--- src/rtl/studio2_keypad.sv ---
`default_nettype none
// ============================================================================
// Module      : studio2_keypad
// Description : Studio II keypad front end. Turns PS/2 key events into two
//               10-key pressed bitmaps with a minimum-hold stretcher, latches
//               the OUT 2 key-select nibble and drives active-low EF3/EF4.
// Revision    : 1.0 - initial release
// ============================================================================
module studio2_keypad #(
  parameter int MIN_HOLD = 100000
) (
  input  logic        clk_sys,
  input  logic        reset_n,
  input  logic [10:0] ps2_key,
  input  logic        io_out,
  input  logic [2:0]  io_n,
  input  logic [7:0]  io_dout,
  output logic [1:0]  ef_kp_n,
  output logic [3:0]  key_sel,
  output logic [9:0]  kp1_keys,
  output logic [9:0]  kp2_keys
);

  // Counter must hold MIN_HOLD; keep at least one bit when stretching is off.
  localparam int              CNT_W     = (MIN_HOLD < 1) ? 1 : $clog2(MIN_HOLD + 1);
  localparam logic [CNT_W-1:0] HOLD_LOAD = CNT_W'(MIN_HOLD);
  localparam logic [CNT_W-1:0] CNT_ONE   = CNT_W'(1);

  logic             prev_tog;
  logic             armed;
  logic             evt;
  logic [1:0]       hit_pad;
  logic [3:0]       hit_key;
  logic [9:0]       keys_q [2];
  logic [9:0]       pend_q [2];
  logic [CNT_W-1:0] cnt_q  [2];
  logic [9:0]       keys_d [2];
  logic [9:0]       pend_d [2];
  logic [CNT_W-1:0] cnt_d  [2];
  logic [15:0]      kp1_ext;
  logic [15:0]      kp2_ext;

  // A toggle edge only counts once the level has been sampled at least once.
  assign evt = armed && (ps2_key[10] != prev_tog);

  // Map non-extended scan codes to (pad, key); unlisted codes hit no pad.
  always_comb begin
    hit_pad = 2'b00;
    hit_key = 4'd0;
    if (!ps2_key[8]) begin
      case (ps2_key[7:0])
        8'h16: begin hit_pad = 2'b01; hit_key = 4'd1; end
        8'h1E: begin hit_pad = 2'b01; hit_key = 4'd2; end
        8'h26: begin hit_pad = 2'b01; hit_key = 4'd3; end
        8'h25: begin hit_pad = 2'b01; hit_key = 4'd4; end
        8'h2E: begin hit_pad = 2'b01; hit_key = 4'd5; end
        8'h36: begin hit_pad = 2'b01; hit_key = 4'd6; end
        8'h3D: begin hit_pad = 2'b01; hit_key = 4'd7; end
        8'h3E: begin hit_pad = 2'b01; hit_key = 4'd8; end
        8'h46: begin hit_pad = 2'b01; hit_key = 4'd9; end
        8'h45: begin hit_pad = 2'b01; hit_key = 4'd0; end
        8'h15: begin hit_pad = 2'b10; hit_key = 4'd1; end
        8'h1D: begin hit_pad = 2'b10; hit_key = 4'd2; end
        8'h24: begin hit_pad = 2'b10; hit_key = 4'd3; end
        8'h2D: begin hit_pad = 2'b10; hit_key = 4'd4; end
        8'h2C: begin hit_pad = 2'b10; hit_key = 4'd5; end
        8'h35: begin hit_pad = 2'b10; hit_key = 4'd6; end
        8'h3C: begin hit_pad = 2'b10; hit_key = 4'd7; end
        8'h43: begin hit_pad = 2'b10; hit_key = 4'd8; end
        8'h44: begin hit_pad = 2'b10; hit_key = 4'd9; end
        8'h4D: begin hit_pad = 2'b10; hit_key = 4'd0; end
        default: begin hit_pad = 2'b00; hit_key = 4'd0; end
      endcase
    end
  end

  // Per-pad next state: press reloads the hold, release waits for expiry.
  // A release landing on the expiry cycle sets pend and is then cleared by
  // that same expiry, so the key drops this cycle.
  always_comb begin
    for (int p = 0; p < 2; p++) begin
      keys_d[p] = keys_q[p];
      pend_d[p] = pend_q[p];
      cnt_d[p]  = cnt_q[p];
      if (evt && hit_pad[p] && ps2_key[9]) begin
        keys_d[p][hit_key] = 1'b1;
        pend_d[p][hit_key] = 1'b0;
        cnt_d[p]           = HOLD_LOAD;
      end else begin
        if (evt && hit_pad[p]) begin
          if (cnt_q[p] == '0) keys_d[p][hit_key] = 1'b0;
          else                pend_d[p][hit_key] = 1'b1;
        end
        if (cnt_q[p] != '0) begin
          cnt_d[p] = cnt_q[p] - CNT_ONE;
          if (cnt_q[p] == CNT_ONE) begin
            keys_d[p] = keys_d[p] & ~pend_d[p];
            pend_d[p] = '0;
          end
        end
      end
    end
  end

  // Zero-extend so key_sel 10..15 reads an inactive key.
  assign kp1_ext  = {6'b0, keys_q[0]};
  assign kp2_ext  = {6'b0, keys_q[1]};
  assign kp1_keys = keys_q[0];
  assign kp2_keys = keys_q[1];

  // State registers: event detect, bitmaps, hold counters, key select, flags.
  always_ff @(posedge clk_sys or negedge reset_n) begin
    if (!reset_n) begin
      prev_tog <= 1'b0;
      armed    <= 1'b0;
      key_sel  <= 4'h0;
      ef_kp_n  <= 2'b11;
      for (int p = 0; p < 2; p++) begin
        keys_q[p] <= '0;
        pend_q[p] <= '0;
        cnt_q[p]  <= '0;
      end
    end else begin
      prev_tog <= ps2_key[10];
      armed    <= 1'b1;
      if (io_out && (io_n == 3'd2)) key_sel <= io_dout[3:0];
      ef_kp_n  <= {~kp2_ext[key_sel], ~kp1_ext[key_sel]};
      for (int p = 0; p < 2; p++) begin
        keys_q[p] <= keys_d[p];
        pend_q[p] <= pend_d[p];
        cnt_q[p]  <= cnt_d[p];
      end
    end
  end

endmodule
`default_nettype wire

--- config.mk ---
export PLATFORM = sky130hd
export DESIGN_NAME = studio2_keypad
export DESIGN_NICKNAME = d
export VERILOG_FILES = /design/src/rtl/studio2_keypad.sv
export SDC_FILE = /design/constraint.sdc
export NUM_CORES = 1
export LEC_CHECK = 0
export CAP_MARGIN = 10
export CELL_PAD_IN_SITES_DETAIL_PLACEMENT = 0
export CELL_PAD_IN_SITES_GLOBAL_PLACEMENT = 1
export CORE_MARGIN = 2
export CORE_UTILIZATION = 45
export CTS_BUF_LIST = sky130_fd_sc_hd__clkbuf_8
export DETAILED_ROUTE_END_ITERATION = 10
export GPL_TIMING_DRIVEN = 0
export PLACE_DENSITY = 0.86
export SKIP_CTS_REPAIR_TIMING = 1
export SLEW_MARGIN = 20
export SYNTH_ARGS = -nofsm -noshare
export SYNTH_HDL_FRONTEND = slang
export SYNTH_SLANG_ARGS = --single-unit
--- constraint.sdc ---
create_clock -name clk_sys -period 2.5 [get_ports clk_sys]
set_input_delay 0.375 -clock clk_sys [delete_from_list [all_inputs] [get_ports clk_sys]]
set_output_delay 0.375 -clock clk_sys [all_outputs]
set_load 0.03 [all_outputs]
### Yosys cells after proc, flatten, opt, wreduce, memory -nomap -nowiden

Index checks and enable logic that the tools add are counted.

* flip-flop bits (word level): 82
* latch bits: 0
* memory bits (writable): 0
* memory bits (read-only): 0
* bits of input ports: 25
* logic and storage cells: 116
* memories: 0

* $add $sub $neg: 2
* multiply operators: 0
* div/mod/pow operators: 0
* magnitude comparators: 3
* equality and inequality tests: 24
* shifts and indexed selects: 0
* muxes and demuxes: 38
* bitwise operators: 15
* reductions and logical operators: 24

Operator list (count)
* $mux W10: 24
* $eq A8 B6 Y1 const B: 11
* $mux W17: 4
* $and A10 B10 Y10: 6
* $eq A8 B7 Y1 const B: 5
* $or A10 B10 Y10: 4
* $pmux W4 S9: 1
* $eq A17 B1 Y1 const B: 2
* $logic_not A17 Y1: 2
* $reduce_bool A17 Y1: 2
* $sub A17 B1 Y17 const B: 2
* $eq A8 B5 Y1 const B: 4
* $not A10 Y10: 3
* $reduce_or A10 Y1: 2
* $reduce_or A2 Y1: 9
* $lt A4 B5 Y1 const B: 2
* $bmux W1 S4: 2
* $logic_and A1 B1 Y1: 7
* $demux W1 S4: 1
* $ge A4 B1 Y1 const B: 1
* $mux W4: 1
* $pmux W2 S2: 1
* $reduce_bool A2 Y1: 2
* $eq A3 B2 Y1 const B: 1
* 4 further kinds: 7

### Logic depth before layout (Yosys ltp)

* depth in word-level cells: 17
* mapped depth: 10

### Worst setup path after synthesis

Ideal clock, no wire load.

* kind: in2reg
* from: input ps2_key[3]
* to: register pend_q[5] (netlist name)
* setup time: 0.121 ns
* arrival time: 1.972 ns
* data required time: 2.379 ns
* setup slack: 0.407 ns
* stages: 9
* cell sequence: buf_4 > buf_2 > a21o_1 > a221o_1 > nor2_2 > o21ai_2 > nor2_1 > o21ai_1 > a22o_1

RTL lines
* from (decl): RTL line 14 `input logic [10:0] ps2_key,`
* to (signal, indexed assignment): RTL line 130 `pend_q[p] <= pend_d[p];`
* to (decl): RTL line 35 `logic [9:0] pend_q [2];`

==> impl_metrics.csv <==
group,metric,value,unit
cells_and_area,nets,591,
route,highest_layer,"met4",
pwr,p_leak,2.186,nW
sta,fin_skew,0.009515,ns
setup_path,crit_path_max_incr_delay,0.56,ns
sta,final.min_clock_period,2.516,ns
synth,synth.avg_cell_area,9.278,sq um
setup_path,path_max_fanout,10,
sta,setup_ws,-0.01593,ns
setup_path,crit_family,"simple AND/OR/NAND/NOR gates",
route,met1Wirelength,5.323,mm
setup_path,r2r_cells,8,
pwr,p_int,0.002316,W
pwr,p_switching,0.001089,W
synth,syn_nets,535,
setup_path,worst_setup_path_end_kind,"register",
die,core,10230,sq um
pwr,seq_power_share,49.7,%
setup_path,reg2reg_slack,0.15,ns
route,drt_iter0_drc,246,
clock_tree,clock_path_buffers,2,
die,die_y,106.1,um
global_route,grt_pass1_wl,19.20,mm
synth,yosys_warnings,0,
cells_and_area,stdcell_area,5660,sq um
clock_tree,numCtsBuffers,9,
die,die-area,11270,sq um
setup_path,critPathKind,"primary input to register",
clock_tree,htree_levels,3,
global_route,antenna_found_initial,0,
synth,synth_edf_count,0,
global_route,grt_max_degree,45,
hold_path,worstHoldPathType,"primary input to async pin",
route,drt_wl_total,11.82,mm
run_status,status,"complete, but fails checks",
sta,min_period_over_period,100.6,%
clock_tree,clock_tree.root_cell,"clkbuf_8",
route,wire_per_inst,16.82,um
die,ios,51,
setup_path,regToRegStartpoint,"cnt_q[24]",
sta,hold_viol_final,3,
global_route,gr-total-overflow,0,
pwr,switching_share,31.99,%
clock_tree,clk_latency,0.36,ns
sta,rsz0062_at_grt,"yes",
cells_and_area,synthToLayoutAreaGrowth,20.58,%
pwr,irDropWorstVdd,338.3,uV
synth,syn_area,4695,sq um
placement,hpwl,8.526,mm
setup_path,worst-path-buf-inv,2,
global_route,grt_pass1_vias,3869,
setup_path,cp_data_required_time,2.76,ns
sta,whs,-0.005756,ns
placement,place_area,5313,sq um
die,rows,37,
run,drv_cap,0,
route,routed_via_density,5.762,
sta,setup_viol,2,
route,ant_nets,0,
setup_path,cp-start-kind,"primary input",
setup_path,r2r_end,"kp1_keys[9]",
run_status,violations,"hold timing, setup timing",
clock_tree,clk_pin_slew_worst_paths,0.08,ns
cells_and_area,stdcell_count,703,
sta,drv_slew,0,
route,first_pass_iters,5,
die,start_util,45.88,%
synth,synth_cells,506,
cells_and_area,antenna_cells,0,
placement,io_buffers,43,
route,drc_errors,0,
clock_tree,cts_tree,"built",
die,die_w,106.1,um
sta,clock.fmax,397.5,MHz
setup_path,arrival,2.78,ns
sta,worstMarginPinSlew,0.8657,ns
global_route,grt_usage,21.69,%
synth,ys_async_sr_fraction,100.0,%
pwr,p_clk_share,28.5,%
sta,slew_headroom,41.50,%
route,wl_met3,607,um
clock_tree,cts.sink_count,82,
pwr,comb_power_share,21.7,%
cells_and_area,drive_above_1_share,15.34,%
route,route.met2.wl,5.748,mm
synth,ys_seq_area_share,43.76,%
synth,yosys_most_used_dff,"dfrtp_1",
route,routed-via-count,4051,
pwr,p_per_area,601.5,nW/um^2
placement,dp.cells,686,
setup_path,crit_slowest_cell,"or4_1",
synth,ys_ff_latch,82,
synth,yosysUniqueCellTypes,75,
placement,place.gp.congestion,0.9202,
setup_path,crit_chain,"clkdlybuf4s50_1 -> nand4b_1 -> or4_1 -> o31ai_4 -> o311a_1 -> or2_1 -> buf_2 -> o21ai_1 -> a22o_1",
-- worst max-delay path by stage --
stage                     from  slack, ns     endpoint  depth (start not counted)
finish              ps2_key[1]      -0.02    pend_q[8]                          9
global route        ps2_key[0]      -0.10    pend_q[8]                          9
CTS                   cnt_q[9]      -0.10  kp2_keys[0]                          8
detailed placement  ps2_key[1]      -0.46    pend_q[5]                          9
global placement       reset_n      -1.87    cnt_q[13]                          1
floorplan           ps2_key[3]       0.41    pend_q[5]                          9
-- cells by family (layout without fill, tap and decap cells) --
kind of cell | count (synthesis) | after routing | synth area share (%)
AOI/OAI and AO/OA | 153 | 153 | 20.23
xor gates and xnor gates | 25 | 25 | 4.664
adders and majority gates | 4 | 4 | 1.066
buffers and inverters | 36 | 97 | 3.785
DFF | 82 | 82 | 43.76
muxes | 14 | 14 | 3.918
other | 1 | 1 | 0.07988
and+or+nand+nor | 191 | 191 | 22.50
-- final cells by class --
cell class	count	area (sq um)
fillers	933	4571
well taps	136	170.2
flip-flops and latches	82	2054
repair buffers	46	465.4
multi-input cells	388	2579
clock buffers	10	137.6
inverters	10	37.54
clock inverters	6	58.81
plain buffers	25	157.7
-- synth_stat cells, drive strengths merged (7+ instances only) --
cell type  instances  area share (%)
dfrtp             80              43
o21ai             54             5.8
nor2              51             4.2
a21oi             43             4.7
nand2             42             3.4
buf               21             2.6
nand3             17             1.9
xnor2             13             2.4
nand2b            12             1.8
xor2              12             2.2
or3               11             1.5
inv               10            0.80
nor3              10             1.2
a21o               8             1.3
a22o               8             1.5
a31oi              8             1.1
nor4               7             1.3
-- sequential cells by signal, indices dropped and copies added, names as in the netlist --
register  count
pend_q       20
kp1_keys     10
kp2_keys     10
prev_tog      1
key_sel       4
cnt_q        34
ef_kp_n       2
armed         1
-- stage by stage --
step	utilization [%]	TNS (ns)	total power, W	setup WS, ns
after global placement	51.75	-173.01	0.002394	-1.866
after detailed placement	51.93	-24.26	0.002435	-0.4572
after CTS	53.85	-1.138	0.003405	-0.1026
after floorplan	-	0	0.002181	0.4075
final	55.33	-0.02232	0.003405	-0.01593
after global routing	55.33	-1.490	0.003592	-0.1005
-- cells in the final DEF (no fill, tap or decap), types with 8 or more instances in the layout --
| cell type | instances |
|---|---|
| nand3_1 | 14 |
| a21oi_1 | 41 |
| inv_1 | 12 |
| nor2_1 | 46 |
| o21ai_0 | 34 |
| a21o_1 | 8 |
| a22o_1 | 8 |
| buf_2 | 9 |
| xor2_1 | 12 |
| xnor2_1 | 13 |
| nor3_1 | 8 |
| nand2_1 | 41 |
| o21ai_1 | 19 |
| clkdlybuf4s50_1 | 41 |
| clkbuf_8 | 10 |
| or3_1 | 11 |
| nand2b_1 | 11 |
| dfrtp_1 | 80 |
-- per-layer routing --
layer  up-vias  global-route usage (%)
met2       103                   35.62
met5         -                       0
li1       1948                       -
met1      1985                   28.58
met4         0                   5.169
met3        15                   5.947
-- power by group through the flow --
stage / clock network (W) / registers, W / logic (W)
2_1_floorplan: 0 / 0.00171 / 0.000470
3_3_place_gp: 0 / 0.00170 / 0.000697
3_5_place_dp: 0 / 0.00171 / 0.000727
4_1_cts: 0.000989 / 0.00168 / 0.000731
5_1_grt: 0.00105 / 0.00172 / 0.000824
6_report: 0.000972 / 0.00169 / 0.000740
Power figures use the tool's default switching activity.
